File: src/rtl/alu_ctrl_if.sv
// Request/response channel between the instruction decoder and alu_ctrl.
//   req_*  : command channel (valid/ready), decoder -> controller
//   rsp_*  : response channel (valid/ready), controller -> consumer
//   flags  : {zero, negative, carry, overflow, parity} of the last legal command
interface alu_ctrl_if;
    localparam int unsigned DW = 8;
    localparam int unsigned CW = 4;
    localparam int unsigned FW = 5;

    logic          req_valid;
    logic          req_ready;
    logic [CW-1:0] req_cmd;
    logic [DW-1:0] req_a;
    logic [DW-1:0] req_b;
    logic          rsp_valid;
    logic          rsp_ready;
    logic [DW-1:0] rsp_result;
    logic          rsp_wb;
    logic          rsp_err;
    logic [FW-1:0] flags;

    // Requester side: issues commands, consumes responses
    modport master (
        output req_valid, req_cmd, req_a, req_b, rsp_ready,
        input  req_ready, rsp_valid, rsp_result, rsp_wb, rsp_err, flags
    );

    // Controller side
    modport slave (
        input  req_valid, req_cmd, req_a, req_b, rsp_ready,
        output req_ready, rsp_valid, rsp_result, rsp_wb, rsp_err, flags
    );
endinterface

File: src/rtl/alu_ctrl.sv
// Command sequencer in front of an 8-bit combinational ALU.
// Native ops take one ALU cycle; MUL (8x8, low byte) is shift-and-add built
// from ALU SUM and LSL steps.
//   clk, rst_n           : clock, async active-low reset
//   bus (slave)          : request/response channel and registered flags
//   alu_a/alu_b/alu_op   : registered ALU drive
//   alu_out, alu_<flag>  : ALU result and flag outputs
module alu_ctrl #(
    parameter bit EARLY_EXIT = 1'b0
) (
    input  logic       clk,
    input  logic       rst_n,
    alu_ctrl_if.slave  bus,
    output logic [7:0] alu_a,
    output logic [7:0] alu_b,
    output logic [3:0] alu_op,
    input  logic [7:0] alu_out,
    input  logic       alu_zero,
    input  logic       alu_negative,
    input  logic       alu_carry,
    input  logic       alu_overflow,
    input  logic       alu_parity
);
    localparam int unsigned DW = 8;
    localparam int unsigned CW = 4;
    localparam int unsigned FW = 5;
    localparam int unsigned NW = 4;

    localparam logic [CW-1:0] CMD_SUM = CW'(0);
    localparam logic [CW-1:0] CMD_SUB = CW'(1);
    localparam logic [CW-1:0] CMD_LSL = CW'(4);
    localparam logic [CW-1:0] CMD_NOT = CW'(6);
    localparam logic [CW-1:0] CMD_MUL = CW'(7);
    localparam logic [CW-1:0] CMD_CMP = CW'(8);
    localparam logic [NW-1:0] N_ITER  = NW'(8);

    typedef enum logic [2:0] {
        S_IDLE,
        S_EXEC,
        S_MUL_ADD,
        S_MUL_SHL,
        S_DONE
    } state_e;

    state_e        state_q,   state_d;
    logic [CW-1:0] cmd_q,     cmd_d;
    logic [DW-1:0] a_q,       a_d;      // operand a, doubles as MUL multiplicand
    logic [DW-1:0] b_q,       b_d;      // operand b, doubles as MUL multiplier
    logic [DW-1:0] acc_q,     acc_d;
    logic [NW-1:0] cnt_q,     cnt_d;
    logic          req_ready_q, req_ready_d;
    logic          rsp_valid_q, rsp_valid_d;
    logic [DW-1:0] rsp_result_q, rsp_result_d;
    logic          rsp_wb_q,  rsp_wb_d;
    logic          rsp_err_q, rsp_err_d;
    logic [FW-1:0] flags_q,   flags_d;
    logic [DW-1:0] alu_a_q,   alu_a_d;
    logic [DW-1:0] alu_b_q,   alu_b_d;
    logic [CW-1:0] alu_op_q,  alu_op_d;

    // State and datapath registers
    always_ff @(posedge clk or negedge rst_n) begin
        if (!rst_n) begin
            state_q      <= S_IDLE;
            cmd_q        <= '0;
            a_q          <= '0;
            b_q          <= '0;
            acc_q        <= '0;
            cnt_q        <= '0;
            req_ready_q  <= 1'b1;
            rsp_valid_q  <= 1'b0;
            rsp_result_q <= '0;
            rsp_wb_q     <= 1'b0;
            rsp_err_q    <= 1'b0;
            flags_q      <= '0;
            alu_a_q      <= '0;
            alu_b_q      <= '0;
            alu_op_q     <= '0;
        end else begin
            state_q      <= state_d;
            cmd_q        <= cmd_d;
            a_q          <= a_d;
            b_q          <= b_d;
            acc_q        <= acc_d;
            cnt_q        <= cnt_d;
            req_ready_q  <= req_ready_d;
            rsp_valid_q  <= rsp_valid_d;
            rsp_result_q <= rsp_result_d;
            rsp_wb_q     <= rsp_wb_d;
            rsp_err_q    <= rsp_err_d;
            flags_q      <= flags_d;
            alu_a_q      <= alu_a_d;
            alu_b_q      <= alu_b_d;
            alu_op_q     <= alu_op_d;
        end
    end

    // Next-state, datapath and registered-output logic
    always_comb begin
        state_d      = state_q;
        cmd_d        = cmd_q;
        a_d          = a_q;
        b_d          = b_q;
        acc_d        = acc_q;
        cnt_d        = cnt_q;
        rsp_valid_d  = rsp_valid_q;
        rsp_result_d = rsp_result_q;
        rsp_wb_d     = rsp_wb_q;
        rsp_err_d    = rsp_err_q;
        flags_d      = flags_q;
        alu_a_d      = '0;
        alu_b_d      = '0;
        alu_op_d     = '0;

        case (state_q)
            S_IDLE: begin
                // req_ready is high throughout IDLE, so valid alone is an accept
                if (bus.req_valid) begin
                    cmd_d = bus.req_cmd;
                    a_d   = bus.req_a;
                    b_d   = bus.req_b;
                    acc_d = '0;
                    cnt_d = '0;
                    if (bus.req_cmd <= CMD_NOT || bus.req_cmd == CMD_CMP) begin
                        state_d = S_EXEC;
                    end else if (bus.req_cmd == CMD_MUL) begin
                        state_d = bus.req_b[0] ? S_MUL_ADD : S_MUL_SHL;
                    end else begin
                        state_d      = S_DONE;
                        rsp_valid_d  = 1'b1;
                        rsp_result_d = '0;
                        rsp_wb_d     = 1'b0;
                        rsp_err_d    = 1'b1;
                    end
                end
            end
            S_EXEC: begin
                state_d      = S_DONE;
                rsp_valid_d  = 1'b1;
                rsp_result_d = alu_out;
                rsp_wb_d     = (cmd_q != CMD_CMP);
                rsp_err_d    = 1'b0;
                flags_d      = {alu_zero, alu_negative, alu_carry, alu_overflow, alu_parity};
            end
            S_MUL_ADD: begin
                acc_d   = alu_out;
                state_d = S_MUL_SHL;
            end
            S_MUL_SHL: begin
                a_d   = alu_out;
                b_d   = b_q >> 1;
                cnt_d = cnt_q + NW'(1);
                if (cnt_d == N_ITER || (EARLY_EXIT && b_d == '0)) begin
                    // The accumulator is final: no add follows the last shift
                    state_d      = S_DONE;
                    rsp_valid_d  = 1'b1;
                    rsp_result_d = acc_q;
                    rsp_wb_d     = 1'b1;
                    rsp_err_d    = 1'b0;
                    flags_d      = {(acc_q == '0), acc_q[DW-1], 1'b0, 1'b0, ^acc_q};
                end else begin
                    state_d = b_d[0] ? S_MUL_ADD : S_MUL_SHL;
                end
            end
            S_DONE: begin
                if (bus.rsp_ready) begin
                    state_d     = S_IDLE;
                    rsp_valid_d = 1'b0;
                end
            end
            default: begin
                state_d = S_IDLE;
            end
        endcase

        // ALU drive is registered, so it is decoded from the state being entered
        case (state_d)
            S_EXEC: begin
                alu_op_d = (cmd_d == CMD_CMP) ? CMD_SUB : cmd_d;
                alu_a_d  = a_d;
                alu_b_d  = b_d;
            end
            S_MUL_ADD: begin
                alu_op_d = CMD_SUM;
                alu_a_d  = acc_d;
                alu_b_d  = a_d;
            end
            S_MUL_SHL: begin
                alu_op_d = CMD_LSL;
                alu_a_d  = a_d;
                alu_b_d  = DW'(1);
            end
            default: begin
                alu_op_d = '0;
                alu_a_d  = '0;
                alu_b_d  = '0;
            end
        endcase

        req_ready_d = (state_d == S_IDLE);
    end

    assign bus.req_ready  = req_ready_q;
    assign bus.rsp_valid  = rsp_valid_q;
    assign bus.rsp_result = rsp_result_q;
    assign bus.rsp_wb     = rsp_wb_q;
    assign bus.rsp_err    = rsp_err_q;
    assign bus.flags      = flags_q;
    assign alu_a          = alu_a_q;
    assign alu_b          = alu_b_q;
    assign alu_op         = alu_op_q;
endmodule

File: src/flat_wrapper.sv
// flat-port wrapper written by rule: the top's interface ports become plain ports
module alu_ctrl_flat 
#(
    parameter bit EARLY_EXIT = 1'b0
)
  (clk, rst_n, alu_a, alu_b, alu_op, alu_out, alu_zero, alu_negative, alu_carry, alu_overflow, alu_parity, bus_req_valid, bus_req_cmd, bus_req_a, bus_req_b, bus_rsp_ready, bus_req_ready, bus_rsp_valid, bus_rsp_result, bus_rsp_wb, bus_rsp_err, bus_flags);
  alu_ctrl_if bus_i ();
  input  logic clk;
  input  logic rst_n;
  output logic [7:0] alu_a;
  output logic [7:0] alu_b;
  output logic [3:0] alu_op;
  input  logic [7:0] alu_out;
  input  logic alu_zero;
  input  logic alu_negative;
  input  logic alu_carry;
  input  logic alu_overflow;
  input  logic alu_parity;
  input wire logic [$bits(bus_i.req_valid)-1:0] bus_req_valid;
  input wire logic [$bits(bus_i.req_cmd)-1:0] bus_req_cmd;
  input wire logic [$bits(bus_i.req_a)-1:0] bus_req_a;
  input wire logic [$bits(bus_i.req_b)-1:0] bus_req_b;
  input wire logic [$bits(bus_i.rsp_ready)-1:0] bus_rsp_ready;
  output wire logic [$bits(bus_i.req_ready)-1:0] bus_req_ready;
  output wire logic [$bits(bus_i.rsp_valid)-1:0] bus_rsp_valid;
  output wire logic [$bits(bus_i.rsp_result)-1:0] bus_rsp_result;
  output wire logic [$bits(bus_i.rsp_wb)-1:0] bus_rsp_wb;
  output wire logic [$bits(bus_i.rsp_err)-1:0] bus_rsp_err;
  output wire logic [$bits(bus_i.flags)-1:0] bus_flags;
  assign bus_i.req_valid = bus_req_valid;
  assign bus_i.req_cmd = bus_req_cmd;
  assign bus_i.req_a = bus_req_a;
  assign bus_i.req_b = bus_req_b;
  assign bus_i.rsp_ready = bus_rsp_ready;
  assign bus_req_ready = bus_i.req_ready;
  assign bus_rsp_valid = bus_i.rsp_valid;
  assign bus_rsp_result = bus_i.rsp_result;
  assign bus_rsp_wb = bus_i.rsp_wb;
  assign bus_rsp_err = bus_i.rsp_err;
  assign bus_flags = bus_i.flags;
  alu_ctrl #(.EARLY_EXIT(EARLY_EXIT)) u_core (.clk(clk), .rst_n(rst_n), .bus(bus_i), .alu_a(alu_a), .alu_b(alu_b), .alu_op(alu_op), .alu_out(alu_out), .alu_zero(alu_zero), .alu_negative(alu_negative), .alu_carry(alu_carry), .alu_overflow(alu_overflow), .alu_parity(alu_parity));
endmodule
File: config.mk
export PLATFORM = sky130hd
export DESIGN_NAME = alu_ctrl_flat
export DESIGN_NICKNAME = d
export VERILOG_FILES = /design/src/rtl/alu_ctrl_if.sv /design/src/rtl/alu_ctrl.sv /design/src/flat_wrapper.sv
export SDC_FILE = /design/constraint.sdc
export NUM_CORES = 1
export LEC_CHECK = 0
export ABC_AREA = 1
export CAP_MARGIN = 20
export CORE_ASPECT_RATIO = 0.7
export CORE_UTILIZATION = 35
export DETAILED_ROUTE_END_ITERATION = 12
export SYNTH_ARGS = -nofsm -noshare
export SYNTH_HDL_FRONTEND = slang
export SYNTH_SLANG_ARGS = --single-unit
File: constraint.sdc
create_clock -name clk -period 4.24 [get_ports clk]
set_input_delay 1.06 -clock clk [delete_from_list [all_inputs] [get_ports clk]]
set_output_delay 1.06 -clock clk [all_outputs]
set_load 0.02 [all_outputs]
Word level (Yosys, flattened, before mapping)
Cells that the tools add are included.
Cells by class
  add/subtract/negate cells: 1
  equal/unequal tests: 17
  reductions and logical operators: 14
  $lt $le $gt $ge: 1
  muxes and demuxes: 41
Operator list (number)
  $pmux 8 s2: 4
  $mux 8: 7
  $pmux 8 s3: 2
  $mux 4: 4
  $pmux 4 s2: 2
  $mux 3: 5
  $pmux 3 s5: 1
  $eq 3x2->1 const B: 4
  $eq 4x4->1 const B: 3
  $mux 1: 11
  $pmux 5 s2: 1
  $logic_not 8->1: 1
  $ne 2x2->1 const B: 4
  $reduce_xor 8->1: 1
  $eq 3x1->1 const B: 2
  $logic_not 3->1: 2
  $pmux 1 s3: 2
  $reduce_and 6->1: 1
  $mux 5: 1
  $reduce_and 5->1: 1
  $add 4x1->4 const B: 1
  $eq 4x3->1 const B: 1
  $le 4x3->1 const B: 1
  $ne 4x4->1 const B: 1
  other kinds (9): 11
Word-level totals
  register bits: 72
  input bits: 37
  output and inout port bits: 37
  word-level logic and storage cells: 89

Logic depth before layout (Yosys ltp)
Gate-level depths: netlist (run 1).
  depth after elaboration: 8
  mapped depth: 11
  depth with buffers taken out: 10

Worst setup path after synthesis (run 1)
OpenSTA, ideal clock, no wires.
  path kind: input-to-reg
  from: input port bus_req_cmd[2]
  to: register u_core.alu_a_q[4], in the netlist u_core.alu_a[4]
  setup slack: 2.263 ns
  required time: 4.122 ns
  data arrival time: 1.858 ns
  path buffers: 1
  setup time: 0.118 ns
  stages on the path: 10
  cells stage by stage: inv_1 nand3_1 nand2_1 nand2_4 nand2_2 nor2_8 nand2_4 buf_6 nand2_1 nand2_1
Between the ends
  cells in the longest elaborated chain, start to end: 8
  elaborated cells between the ends (all ways): 13
  classes of those cells: order compare: 1; eq/ne: 5; mux: 5; reduce/logical: 2
RTL lines
  start: declaration: RTL line flat_wrapper.sv:20  | input wire logic [$bits(bus_i.req_cmd)-1:0] bus_req_cmd;
  $le 4x3->1, or another cell as far along: RTL line alu_ctrl.sv:124  | if (bus.req_cmd <= CMD_NOT || bus.req_cmd == CMD_CMP) begin
  $logic_or 1x1->1 / $mux 3 (equally long branches): RTL line alu_ctrl.sv:124, alu_ctrl.sv:126
  $mux 3 *: RTL line alu_ctrl.sv:124
  $mux 3 *: RTL line alu_ctrl.sv:118  | if (bus.req_valid) begin
  $pmux 3 s5 *: RTL line alu_ctrl.sv:115  | case (state_q)
  net u_core.state_d[0]: RTL line alu_ctrl.sv:45  | state_e state_q, state_d;
  $eq 3x1->1 / $eq 3x2->1 (equally long branches): RTL line alu_ctrl.sv:177  | case (state_d)
  $reduce_or 2->1 (no line)
  $pmux 8 s2 *: RTL line alu_ctrl.sv:177
  net u_core.alu_a_d[4]: RTL line alu_ctrl.sv:57  | logic [DW-1:0] alu_a_q, alu_a_d;
  end signal: assignment: RTL line alu_ctrl.sv:92  | alu_a_q <= alu_a_d;
  end: declaration: RTL line alu_ctrl.sv:57
The timed path passes the listed nets; every way through them passes the cells marked *.
A chain may end at the register's enable or synchronous reset.

Worst setup path in the final report (run 1)
  from: input port bus_req_valid
  to: register u_core.rsp_result_q[5], in the netlist u_core.bus.rsp_result[5]
Between the ends
  cells in the longest elaborated chain, start to end: 2
RTL lines
  start: declaration: RTL line flat_wrapper.sv:19  | input wire logic [$bits(bus_i.req_valid)-1:0] bus_req_valid;
  $ne 2x2->1 (no line)
  $reduce_and 5->1 (no line)
  end signal: assignment: RTL line alu_ctrl.sv:88  | rsp_result_q <= rsp_result_d;
  end: declaration: RTL line alu_ctrl.sv:53  | logic [DW-1:0] rsp_result_q, rsp_result_d;
No other way between the ends.

==> results of run 1 <==
[area by class of cell]
cell class | instances | area share [%]
clock buffer | 13 | 5.90
clock inverter | 2 | 0.819
inverter | 42 | 3.61
multi-input combinational | 280 | 30.6
sequential | 72 | 39.4
tap | 128 | 3.50
timing repair buffer | 75 | 16.2
[worst max-delay path, stage by stage]
cell and delay (ns):
clkdlybuf4s50_1 0.75, inv_1 0.17, o21ai_0 0.27, nand3_1 0.50, o21ai_0 0.35
[where the power goes]
group	internal, W	total (W)	switching, W
clock	0.000500	0.000773	0.000273
combinational	0.000470	0.00128	0.000808
sequential	0.000927	0.00104	0.000117
total	0.00190	0.00310	0.00120
[state kept, by name (all words and copies together), names as in the netlist, 3 cells and up]
register,cells
u_core.bus.flags,5
u_core.state_q,3
u_core.alu_b,8
u_core.alu_op,4
u_core.alu_a,8
u_core.cnt_q,4
u_core.a_q,8
u_core.acc_q,8
u_core.b_q,8
u_core.bus.rsp_result,8
u_core.cmd_q,4
[through the flow]
step	utilization (%)	instances	total power (W)	hold slack (ns)
6_report	47.3	612	0.00310	0.489
3_3_place_gp	44.1	597	0.00231	0.469
3_5_place_dp	44.1	597	0.00233	0.482
4_1_cts	47.3	612	0.00311	0.495
2_1_floorplan	-	409	0.00189	0.464
5_1_grt	47.3	612	0.00332	0.510
[cells by family (layout without fill, tap and decap cells)]
kind of cell    Yosys count  after routing  share of synthesized area (%)
flops                    72             72                           51.6
compound gates           52             52                           8.45
xor+xnor                  2              2                          0.502
buf+inv                  57            132                           8.20
fa+ha+maj                 5              5                           1.79
other cells               1              1                          0.107
simple gates            220            220                           29.3
[layout by cell type, fill, tap and decap left out, types with 2 or more instances in the layout]
cell,n
ha_1,5
inv_1,38
o21ai_0,37
nor2_1,14
a22o_1,2
dfrtp_1,71
a22oi_1,8
nand2_2,3
clkdlybuf4s50_1,72
nand2_4,4
buf_4,2
clkbuf_8,3
nor2_2,3
inv_4,3
nand4_1,26
o211ai_1,2
nand2_1,147
clkbuf_16,9
nand3_4,2
nand3_1,16
xnor2_1,2
[path summary, 6_finish.rpt]
kind                                           from                  endpoint  slack, ns  cells after the start
min in group asynchronous                     rst_n          u_core.alu_op[3]       0.65                      1
min reg2reg                u_core.bus.rsp_result[0]  u_core.bus.rsp_result[0]       0.49                      2
max reg2reg                       u_core.state_q[2]  u_core.bus.rsp_result[5]       1.71                      7
min                        u_core.bus.rsp_result[0]  u_core.bus.rsp_result[0]       0.49                      2
max in group asynchronous                     rst_n             u_core.a_q[5]       2.80                      2
max                                   bus_req_valid  u_core.bus.rsp_result[5]       1.36                      5
[routing by layer]
| metal | GRT usage [%] | up-vias | routed length, um |
|---|---|---|---|
| li1 | - | 1465 | - |
| met1 | 27.2 | 1366 | 4550 |
| met2 | 26.6 | 89 | 3840 |
| met3 | 5.78 | 11 | 595 |
| met4 | 6.73 | 0 | 115 |
| met5 | 0 | - | 0 |
==> out/metrics.csv, run 1 <==
stage,metric,value,unit
worst_setup_path,Critical Path RT,4.47,ns
worst_setup_path,CP endpoint kind,register,
placement,placed cell areas,4270,um2
synth,Yosys reg bits,72,
detailed_routing,DR pass1 iterations,5,
synth,most common cell in the netlist,nand2_1,
cells_and_area,register area,1800,um2
floorplanning,core area,9680,um2
synth,"Cell Area, Synth",3490,um2
clocking,Post-CTS Hold Buffers,0,
global_route,total global routing overflow,0,
placement,Routability Congestion,0.860,
cells_and_area,antenna cell count,0,
global_route,first-pass GRT wire length,14700,um
power,Pleak,2.20,nW
cells_and_area,fraction of layout cells with a size suffix above 1,7.85,%
timing,Final TNS setup,0,ns
timing,"Worst Setup Slack, final",1.36,ns
timing,Final Max Tran Viols,0,
detailed_routing,Routed WL per cell,14.9,um
clocking,clock root cell,clkbuf_16,
detailed_routing,drt drc,0,
clocking,buffer count from post-CTS setup fixing,0,
timing,Max Clock Skew,0.00398,ns
synth,"Seq/Total Area, Yosys",51.6,%
synth,syn_nets,451,
synth,mean post-synth cell area,8.54,um2
floorplanning,Initial Utilization,36.1,%
synth,number of synthesized flops with an enable pin,0,
status,status,completed,
floorplanning,Die Y,85.6,um
global_route,initial antenna violation count,0,
global_route,number of global-route vias before repair,2878,
global_route,gr usage total,18.9,%
timing,pin slew with the least headroom to its limit,0.797,ns
flow_run,Max-cap violations,0,
floorplanning,die area,10400,um2
synth,top post-synthesis cells by area,"dfrtp_1, nand2_1, o21ai_0, nand4_1, inv_1",
placement,port bufs,73,
timing,slew margin rel.,46.6,%
worst_setup_path,Setup CP Type,in2reg,
detailed_routing,Via Count,2931,
clocking,# H-tree levels,3,
timing,fmax,0.347,GHz
detailed_routing,antenna-violating nets left,0,
timing,Tcrit/Tclk final,67.9,%
worst_setup_path,crit path max fanout,20,
synth,Async SR Flop Fraction,100,%
synth,Post-synth top flop,dfrtp_1,
synth,synth warn,0,
detailed_routing,Vias/cell,4.79,
detailed_routing,iteration-0 DRC count of the detailed router,267,
detailed_routing,Routed WL,9100,um
clocking,CTS resizes,0,
cells_and_area,Finished Cell Area,4580,um2
clocking,Worst-path clk slew,0.05,ns
clocking,Sink Count,72,
floorplanning,num rows,30,
clocking,TritonCTS clock tree,built,
timing,crit path time final,2.88,ns
cells_and_area,growth of design area from synthesis to finish,31.1,%
synth,post-synth cell types,31,
synth,Gate Count Post-Synth,409,
worst_hold_path,worst hold path class,reg2reg,
timing,Final Hold Vio Count,0,
clocking,clk buf depth,2,
power,total power per unit cell area,676,nW/um2
floorplanning,# IOs,74,
timing,RSZ-0062 raised after global routing,no,
timing,setup violators final,0,
worst_setup_path,Critical Path Source Type,input pin,
placement,dpl hpwl,6670,um
synth,Yosys top cell by area,dfrtp_1,
power,maximum vdd drop,0.000323,V
placement,"worst slack, placed",1.01,ns
synth,leading cell types by count after synthesis,"nand2_1, dfrtp_1, inv_1",
clocking,Num CTS Buffers,9,
cells_and_area,footprint of the multi-input gates,1400,um2
cells_and_area,nets@finish,522,
floorplanning,Die Wd,121,um
global_route,largest net degree at the start of global routing,33,
worst_setup_path,WP data arrival,3.11,ns
synth,top cell type's share of synthesized area,50.9,%
clocking,Worst-Skew Late Latency,0.33,ns
cells_and_area,fill cell count,920,
Note: power is estimated with default switching activity, not from simulation.
==> run 2, diff against run 1 <==
Clock period 4.24 ns to 2.9 ns, I/O delays scaled along.
==> run 2 against run 1 <==
Clock skew grew 0.0060 ns. Sequential share of layout area decreased by 0.21 points. Die area unchanged.
==> out/metrics.csv, run 2 (synthesized netlist as in run 1, its figures left out) <==
stage,metric,value,unit
floorplanning,Initial Utilization,36.1,%
cells_and_area,antenna cell count,0,
placement,dpl hpwl,6600,um
detailed_routing,Via Count,3014,
worst_setup_path,crit path max fanout,17,
global_route,largest net degree at the start of global routing,73,
timing,Final TNS setup,0,ns
timing,slew margin rel.,64.4,%
power,Seq pwr share,33.8,%
global_route,GRT busiest layer,met1,
worst_setup_path,"reg-to-reg slack, setup",0.86,ns
clocking,clk buf depth,2,
placement,Cells after DPL,600,
power,Clk network pwr share,24.4,%
clocking,TritonCTS clock tree,built,
global_route,met2 Resource Use GR,26.5,%
cells_and_area,growth of design area from synthesis to finish,31.8,%
clocking,clock root cell,clkbuf_16,
power,total power per unit cell area,986,nW/um2
cells_and_area,footprint of the multi-input gates,1400,um2
flow_run,Max-cap violations,0,
worst_setup_path,CP top delay family,simple AND/OR/NAND/NOR gates,
clocking,Worst-path clk slew,0.06,ns
status,status,completed,
timing,Final Max Tran Viols,0,
global_route,met1 Track Usage GR,28.6,%
placement,port bufs,73,
detailed_routing,drt drc,0,
floorplanning,Die Wd,121,um
floorplanning,Die Y,85.6,um
worst_setup_path,r2r endpoint,u_core.alu_a[0],
timing,setup violators final,0,
power,maximum vdd drop,0.000363,V
worst_setup_path,WP data arrival,2.53,ns
worst_setup_path,Slowest cell on crit path,clkdlybuf4s50_1,
detailed_routing,antenna-violating nets left,0,
placement,Routability Congestion,0.870,
timing,RSZ-0062 raised after global routing,no,
clocking,CTS resizes,0,
worst_setup_path,Critical Path RT,3.11,ns
detailed_routing,Vias/cell,4.89,
timing,Max Clock Skew,0.00993,ns
global_route,met3 usage,5.59,%
cells_and_area,nets@finish,525,
cells_and_area,fraction of layout cells with a size suffix above 1,8.81,%
timing,crit path time final,2.32,ns
worst_setup_path,crit path to,u_core.alu_a[0],
global_route,total global routing overflow,0,
power,Switching Share,39.4,%
clocking,Post-CTS Hold Buffers,0,
timing,Tcrit/Tclk final,79.9,%
cells_and_area,fill cell count,940,
worst_setup_path,"Buf+Inv Stages, Crit Path",2,
timing,pin slew with the least headroom to its limit,0.534,ns
power,internal power,0.00275,W
cells_and_area,register area,1800,um2
worst_setup_path,Setup crit start,bus_req_valid,
detailed_routing,Routed WL per cell,14.8,um
detailed_routing,DR pass1 iterations,4,
worst_setup_path,CP max stage delay,0.65,ns
timing,Final Hold Vio Count,0,
worst_setup_path,Setup CP Type,in2reg,
clocking,# H-tree levels,3,
worst_setup_path,critical path cell sequence,clkdlybuf4s50_1 -> nand3_4 -> inv_4 -> nand2_4 -> nand2_2 -> nor2_8 -> nand2_4 -> nand2_1 -> nand2_1,
global_route,first-pass GRT wire length,14900,um
floorplanning,core area,9680,um2
power,Pleak,2.23,nW
clocking,Sink Count,72,
clocking,Num CTS Buffers,9,
power,Psw,0.00179,W
worst_setup_path,Critical Path Source Type,input pin,
global_route,initial antenna violation count,0,
worst_setup_path,r2r startpoint,u_core.state_q[0],
global_route,number of global-route vias before repair,2847,
clocking,buffer count from post-CTS setup fixing,0,
clocking,Worst-Skew Late Latency,0.34,ns
worst_hold_path,worst hold path class,in2async,
floorplanning,die area,10400,um2
detailed_routing,iteration-0 DRC count of the detailed router,205,
worst_setup_path,path length in cells of the critical path,9,
cells_and_area,"commonest non-fill, non-tap cell in the layout",nand2_1,
cells_and_area,Post-Layout Cell Count,616,
worst_setup_path,CP endpoint kind,register,
timing,fmax,0.432,GHz
cells_and_area,"commonest non-fill, non-tap cells in the layout","nand2_1, clkdlybuf4s50_1, dfrtp_1",
worst_setup_path,FF-to-FF path depth,9,
power,Comb pwr share,41.9,%
floorplanning,num rows,30,
detailed_routing,Routed WL,9140,um
floorplanning,# IOs,74,
global_route,gr usage total,19.3,%
-- run 2: changes by cell type in the layout (fill, tap and decap cells not counted), sizes merged --
cell	change
clkinv	+5
clkinvlp	-1
clkbuf	-3
buf	+3
-- run 2: per-layer routing --
metal | part of all wire (%) | up-vias
met1 | 50 | 1439
met3 | 7.2 | 5
met2 | 42 | 89
met4 | 0.59 | 0
li1 | - | 1481
met5 | 0 | -
-- run 2: how the worst min path moves through the flow --
stage          slack, ns  depth (start not counted)            endpoint                from
6_report            0.39                          2    u_core.alu_op[3]               rst_n
5_1_grt             0.43                          2    u_core.alu_op[3]               rst_n
4_1_cts             0.43                          2    u_core.alu_op[3]               rst_n
3_5_place_dp        0.48                          2  u_core.bus.rsp_err  u_core.bus.rsp_err
3_3_place_gp        0.46                          2  u_core.bus.rsp_err  u_core.bus.rsp_err
2_1_floorplan       0.43                          0       u_core.a_q[0]               rst_n
-- run 2: worst register-to-register path, stage by stage, from the launching register on --
cell	delay [ns]
dfrtp_1	0.44
nor2_2	0.45
nand3_4	0.27
inv_4	0.20
nand2_4	0.09
nand2_2	0.11
nor2_8	0.08
nand2_4	0.15
nand2_1	0.07
nand2_1	0.11
-- run 2: cell type report --
| type | count | area share, % |
|---|---|---|
| flip-flops and latches | 72 | 39.1 |
| clock inverters | 6 | 1.28 |
| clock buffers | 10 | 5.19 |
| multi-input cells | 280 | 30.5 |
| inverters | 42 | 3.59 |
| repair buffers | 78 | 16.8 |
| well taps | 128 | 3.48 |
-- run 2: per-stage QoR --
step	hold slack [ns]	util [%]	total power [W]	worst slack [ns]	area [um2]
after floorplan	0.429	-	0.00276	1.26	3490
after global placement	0.458	44.5	0.00341	0.301	4310
after detailed placement	0.476	44.5	0.00344	0.256	4310
after CTS	0.428	47.6	0.00457	0.609	4610
after global routing	0.430	47.6	0.00488	0.468	4610
final	0.390	47.6	0.00454	0.583	4610
-- run 2: power by group through the flow --
stage / sequential, W / clock, W / combinational [W]
after global routing: 0.00157 / 0.00118 / 0.00213
after global placement: 0.00154 / 0 / 0.00186
after CTS: 0.00153 / 0.00113 / 0.00190
after floorplan: 0.00172 / 0 / 0.00104
after detailed placement: 0.00155 / 0 / 0.00189
final: 0.00153 / 0.00111 / 0.00190
